### config.mk
export PLATFORM = sky130hd
export DESIGN_NAME = cic_decimator
export DESIGN_NICKNAME = d
export VERILOG_FILES = /design/src/rtl/cic_decimator.sv
export SDC_FILE = /design/constraint.sdc
export NUM_CORES = 1
export LEC_CHECK = 0
export CELL_PAD_IN_SITES_DETAIL_PLACEMENT = 1
export CELL_PAD_IN_SITES_GLOBAL_PLACEMENT = 2
export CORE_ASPECT_RATIO = 1.2
export CORE_MARGIN = 5
export CORE_UTILIZATION = 30
export DETAILED_ROUTE_END_ITERATION = 6
export PLACE_DENSITY = 0.62
export SLEW_MARGIN = 40
export SYNTH_ARGS = -nofsm -noshare
export SYNTH_HDL_FRONTEND = slang
export SYNTH_SLANG_ARGS = --single-unit
export TNS_END_PERCENT = 5
### constraint.sdc
create_clock -name clk -period 4.64 [get_ports clk]
set_input_delay 1.392 -clock clk [delete_from_list [all_inputs] [get_ports clk]]
set_output_delay 1.392 -clock clk [all_outputs]
set_load 0.02 [all_outputs]
### src/rtl/cic_decimator.sv
// cic_decimator: N-stage, rate-R CIC decimation filter with an AXI-Stream style
// input (always ready) and a single-entry output register.
//
// Ports:
//   clk            rising-edge clock
//   reset_n        synchronous active-low reset
//   s_axis_tdata   signed input sample, DATA_IN_WIDTH bits
//   s_axis_tvalid  input sample valid
//   s_axis_tready  constant 1, every valid sample is accepted
//   m_axis_tdata   signed decimated output, DATA_OUT_WIDTH bits
//   m_axis_tvalid  output valid
//   m_axis_tready  downstream accept
//   overrun        (only with CIC_OVERRUN_DETECT_EN) sticky flag, set when an
//                  unconsumed output is overwritten by a newer result
//
// Optional feature macro: CIC_OVERRUN_DETECT_EN
//
// All arithmetic is full-precision two's complement modulo 2^DATA_OUT_WIDTH;
// integrator wrap is intentional and cancelled by the comb section.

module cic_decimator #(
    parameter int unsigned DATA_IN_WIDTH  = 12,
    parameter int unsigned STAGES         = 3,
    parameter int unsigned DECIMATION     = 8,
    localparam int unsigned DATA_OUT_WIDTH = DATA_IN_WIDTH + STAGES * $clog2(DECIMATION)
) (
    input  logic                      clk,
    input  logic                      reset_n,
    input  logic [DATA_IN_WIDTH-1:0]  s_axis_tdata,
    input  logic                      s_axis_tvalid,
    output logic                      s_axis_tready,
    output logic [DATA_OUT_WIDTH-1:0] m_axis_tdata,
    output logic                      m_axis_tvalid,
    input  logic                      m_axis_tready
`ifdef CIC_OVERRUN_DETECT_EN
    ,
    output logic                      overrun
`endif
);

    localparam int unsigned PHASE_WIDTH = $clog2(DECIMATION);
    localparam int unsigned EXT_WIDTH   = DATA_OUT_WIDTH - DATA_IN_WIDTH;

    logic [DATA_OUT_WIDTH-1:0] integ [STAGES];
    logic [DATA_OUT_WIDTH-1:0] comb  [STAGES];
    logic [DATA_OUT_WIDTH-1:0] dly   [STAGES];
    logic [DATA_OUT_WIDTH-1:0] comb_in;
    logic [STAGES:0]           vld;
    logic [PHASE_WIDTH-1:0]    phase;

    logic [DATA_OUT_WIDTH-1:0] x_ext;
    logic                      strobe;

    assign s_axis_tready = 1'b1;

    // Sign-extend the input sample to the full accumulator width.
    assign x_ext = {{EXT_WIDTH{s_axis_tdata[DATA_IN_WIDTH-1]}}, s_axis_tdata};

    // Decimation strobe: the accepted sample that completes a block of R.
    assign strobe = s_axis_tvalid && (phase == PHASE_WIDTH'(DECIMATION - 1));

    // Integrators, phase counter, comb pipeline and output register.
    always_ff @(posedge clk) begin
        if (!reset_n) begin
            for (int k = 0; k < int'(STAGES); k++) begin
                integ[k] <= '0;
                comb[k]  <= '0;
                dly[k]   <= '0;
            end
            comb_in       <= '0;
            vld           <= '0;
            phase         <= '0;
            m_axis_tdata  <= '0;
            m_axis_tvalid <= 1'b0;
`ifdef CIC_OVERRUN_DETECT_EN
            overrun       <= 1'b0;
`endif
        end else begin
            // Integrators advance only on accepted samples, each using the
            // pre-edge value of the stage before it.
            if (s_axis_tvalid) begin
                integ[0] <= integ[0] + x_ext;
                for (int k = 1; k < int'(STAGES); k++) begin
                    integ[k] <= integ[k] + integ[k-1];
                end
                // R is a power of two, so the counter wraps naturally.
                phase <= phase + PHASE_WIDTH'(1);
            end

            // Decimated sample enters the comb section.
            if (strobe) begin
                comb_in <= integ[STAGES-1];
            end
            vld <= {vld[STAGES-1:0], strobe};

            // Comb stages, differential delay 1, each advanced by its input valid.
            if (vld[0]) begin
                comb[0] <= comb_in - dly[0];
                dly[0]  <= comb_in;
            end
            for (int k = 1; k < int'(STAGES); k++) begin
                if (vld[k]) begin
                    comb[k] <= comb[k-1] - dly[k];
                    dly[k]  <= comb[k-1];
                end
            end

            // Output register: a new result always loads, overwriting any
            // result the downstream has not yet taken.
            if (vld[STAGES]) begin
                m_axis_tdata  <= comb[STAGES-1];
                m_axis_tvalid <= 1'b1;
`ifdef CIC_OVERRUN_DETECT_EN
                if (m_axis_tvalid && !m_axis_tready) begin
                    overrun <= 1'b1;
                end
`endif
            end else if (m_axis_tready) begin
                m_axis_tvalid <= 1'b0;
            end
        end
    end

endmodule

==> qor.csv <==
metric,value,unit
crit path launch type,input port,
max_slew headroom,53.22,%
overall via count from detail_route,10420,
CP Launch Point,s_axis_tdata[0],
Slew @ Worst Pin,0.6979,ns
crit path to,integ[0][14]$_SDFFCE_PN0P_,
fill count,5401,
Final Max Slew Viols,0,
Post-synth EDFFs,189,
row count,88,
"FF+latch count, synth",239,
worst endpoint data arrival time,3.93,ns
WP data required,4.94,ns
worst-path cell chain,clkdlybuf4s50_1 -> ha_1 -> fa_1 -> a21oi_1 -> o21ai_0 -> a21oi_1 -> o21ai_0 -> a311oi_1 -> xor2_1 -> nor2_1,
worst-path maximum fanout,3,
clk_lat worst skew,0.56,ns
Layout area overhead,14.35,%
drt drc,0,
Netlist Area Pre-Place,14580,um^2
Final Non-Filler Cells,2131,
post-synthesis sequential area ratio,45.79,%
largest net degree at the start of global routing,53,
Max H-tree Level,1,
leak pwr,6.565,nW
Final setup viols,0,
number of antenna violations at the first check in global routing,0,
syn avg cell area,10.08,um^2
"Hold-fix buffers, CTS",0,
post-synthesis async set-or-reset flop share,0,%
Tot GR Track Use,12.83,%
die area,53120,um^2
Max Cap Violations,0,
Routed WL,34280,um
Routed Antenna Nets,0,
Post-Place Cells,2077,
TritonCTS Buffers,29,
RSZ-0062 raised after global routing,no,
1st-iter DRT viols,279,
R2R setup slack,1.59,ns
first-pass GRT wire length,56590,um
DP HPWL,25960,um
dominant synthesized flop cell,edfxtp_1,
# Post-CTS Setup Buffers,0,
largest buffer count on any clock path,3,
final hold violations,0,
reg2reg end,integ[0][62]$_SDFFCE_PN0P_,
Worst VDD drop,0.0002377,V
# IOs,39,
vias in the first global route,11180,
clock skew,0.01030,ns
TritonCTS clock tree,done,
TritonCTS Sinks,239,
# resized after CTS,0,
FF-to-FF path depth,9,
# port buffers,37,
share of layout cells above drive strength 1,5.796,%
Mapped Cells,1447,
synth warn,0,
drt wl/cell,16.09,um
Layout Nets,1622,
Reg-to-Reg Start,integ[0][21]$_SDFFCE_PN0P_,
router iterations before antenna repair,4,
period utilisation layout,78.42,%
slowest CP cell,clkdlybuf4s50_1,
Die X,211.2,um
# diodes,0,
Final min period,3.639,ns
total gr overflow,0,
"Clk pin slew, worst setup/hold paths",0.06,ns
Post-Route Setup TNS,0,ns
core box area,48120,um^2
CP Capture Type,flip-flop,
Syn Nets,1591,
die height,251.5,um
power per cell area,350.3,nW/um^2
"Distinct cells, synth",79,
critical path class,input port to flip-flop,
Via density,4.892,
routability cong.,0.7867,
status,finished clean,
slowest cell delay on critical path,0.41,ns
FMAX,274.8,MHz
Initial Util,30.30,%
worst min path class,flip-flop to flip-flop,
CTS root buf,clkbuf_16,
final cells by class:
| cell class | instances | area, um^2 | share of cell area, % |
|---|---|---|---|
| flip-flops and latches | 239 | 6676 | 40.05 |
| well taps | 630 | 788.3 | 4.728 |
| inverters | 85 | 319.1 | 1.914 |
| multi-input cells | 1075 | 7427 | 44.55 |
| clock buffers | 35 | 799.5 | 4.796 |
| repair buffers | 48 | 473.0 | 2.837 |
| clock inverters | 19 | 187.7 | 1.126 |
how the worst min path moves through the flow:
stage / startpoint / cells after the start / slack (ns) / endpoint
6_report: comb_in[8]$_SDFFE_PN0P_ / 2 / 0.48 / comb_in[8]$_SDFFE_PN0P_
5_1_grt: comb_in[15]$_SDFFE_PN0P_ / 2 / 0.52 / comb_in[15]$_SDFFE_PN0P_
4_1_cts: comb_in[11]$_SDFFE_PN0P_ / 2 / 0.49 / comb_in[11]$_SDFFE_PN0P_
3_5_place_dp: comb_in[11]$_SDFFE_PN0P_ / 2 / 0.48 / comb_in[11]$_SDFFE_PN0P_
3_3_place_gp: comb_in[0]$_SDFFE_PN0P_ / 2 / 0.46 / comb_in[0]$_SDFFE_PN0P_
2_1_floorplan: comb_in[0]$_SDFFE_PN0P_ / 2 / 0.44 / comb_in[0]$_SDFFE_PN0P_
registers in the layout, summed over array words and instances (netlist names):
name / cells
integ: 63
dly: 63
m_axis_tdata: 21
comb: 63
phase: 3
vld: 4
comb_in: 21
m_axis_tvalid: 1
kinds of logic (layout without fill, tap and decap cells):
| group | after synthesis | count (layout) | share of synthesized area (%) |
|---|---|---|---|
| buffers and inverters | 133 | 187 | 3.493 |
| adders and majority gates | 128 | 128 | 11.29 |
| other | 1 | 1 | 0.02572 |
| AOI/OAI and AO/OA | 325 | 325 | 14.93 |
| and+or+nand+nor | 500 | 500 | 16.96 |
| DFF | 239 | 239 | 45.79 |
| muxes | 27 | 27 | 1.854 |
| xor gates and xnor gates | 94 | 94 | 5.647 |
layer usage:
layer  wire (um)  part of all wire [%]  global-route usage, %
met5           0                     0                      0
met2       19260                    56                  26.21
met3         850                   2.5                  1.729
met1       13210                    39                  13.25
met4         962                   2.8                  3.947
cell usage after synthesis (7+ instances only):
cell type  instances  area, um^2
a211oi_1          20       150.1
and2_1            71       444.2
a31oi_1           16       100.1
ha_1             122        1526
nor2b_1           40       250.2
or3_1              7       43.79
clkbuf_1          43       161.4
a21boi_0          29       217.7
nor2_1           151       566.8
a21oi_1           67       335.3
edfxtp_1         189        5675
and3_1            17       106.4
nand3_1           19       95.09
xnor2_1           53       464.2
nand2_1          109       409.1
xor2_1            41       359.1
inv_1             85       319.1
nand4_1           17       106.4
mux2i_1           27       270.3
o21ai_0           67       335.3
a21o_1            32       240.2
dfxtp_1           50        1001
nand2b_1          15       93.84
o21bai_1           8       60.06
o31ai_1            8       60.06
nor3_1            27       135.1
o21a_1            20       150.1
placed cells by master (no fill, tap or decap), types with 19 or more instances in the layout:
cell type | synthesis | final
edfxtp_1 | 189 | 189
nor2_1 | 151 | 151
ha_1 | 122 | 122
nand2_1 | 109 | 108
inv_1 | 85 | 85
and2_1 | 71 | 70
a21oi_1 | 67 | 67
o21ai_0 | 67 | 67
xnor2_1 | 53 | 53
dfxtp_1 | 50 | 50
xor2_1 | 41 | 41
nor2b_1 | 40 | 40
clkdlybuf4s50_1 | 0 | 36
a21o_1 | 32 | 32
clkbuf_16 | 0 | 30
a21boi_0 | 29 | 29
mux2i_1 | 27 | 27
nor3_1 | 27 | 26
o21a_1 | 20 | 20
a211oi_1 | 20 | 20
nand3_1 | 19 | 19
power by group:
group	total, W	internal [W]	leakage [nW]	switching, W
sequential	0.00251	0.00243	2.40	0.0000821
combinational	0.000979	0.000405	3.68	0.000574
clock	0.00235	0.00144	0.488	0.000914
stage by stage:
stage | utilization (%) | setup WS, ns | instance area, um^2 | total power, W | hold WS [ns]
3_3_place_gp | 32.56 | 0.3966 | 15670 | 0.003538 | 0.4592
5_1_grt | 34.65 | 0.8183 | 16670 | 0.006168 | 0.5158
4_1_cts | 34.64 | 1.007 | 16670 | 0.005959 | 0.4896
2_1_floorplan | - | 0.9876 | 14580 | 0.003280 | 0.4435
3_5_place_dp | 32.59 | 0.4104 | 15680 | 0.003552 | 0.4800
6_report | 34.65 | 1.001 | 16670 | 0.005840 | 0.4818
worst max-delay path, delay by kind of cell:
| kind | cells | cell delay (ns) |
|---|---|---|
| compound gates | 5 | 1.25 |
| xor+xnor | 1 | 0.18 |
| fa+ha+maj | 2 | 0.66 |
| buf+inv | 1 | 0.41 |
| simple gates | 1 | 0.05 |
(Power assumes the default switching activity.)
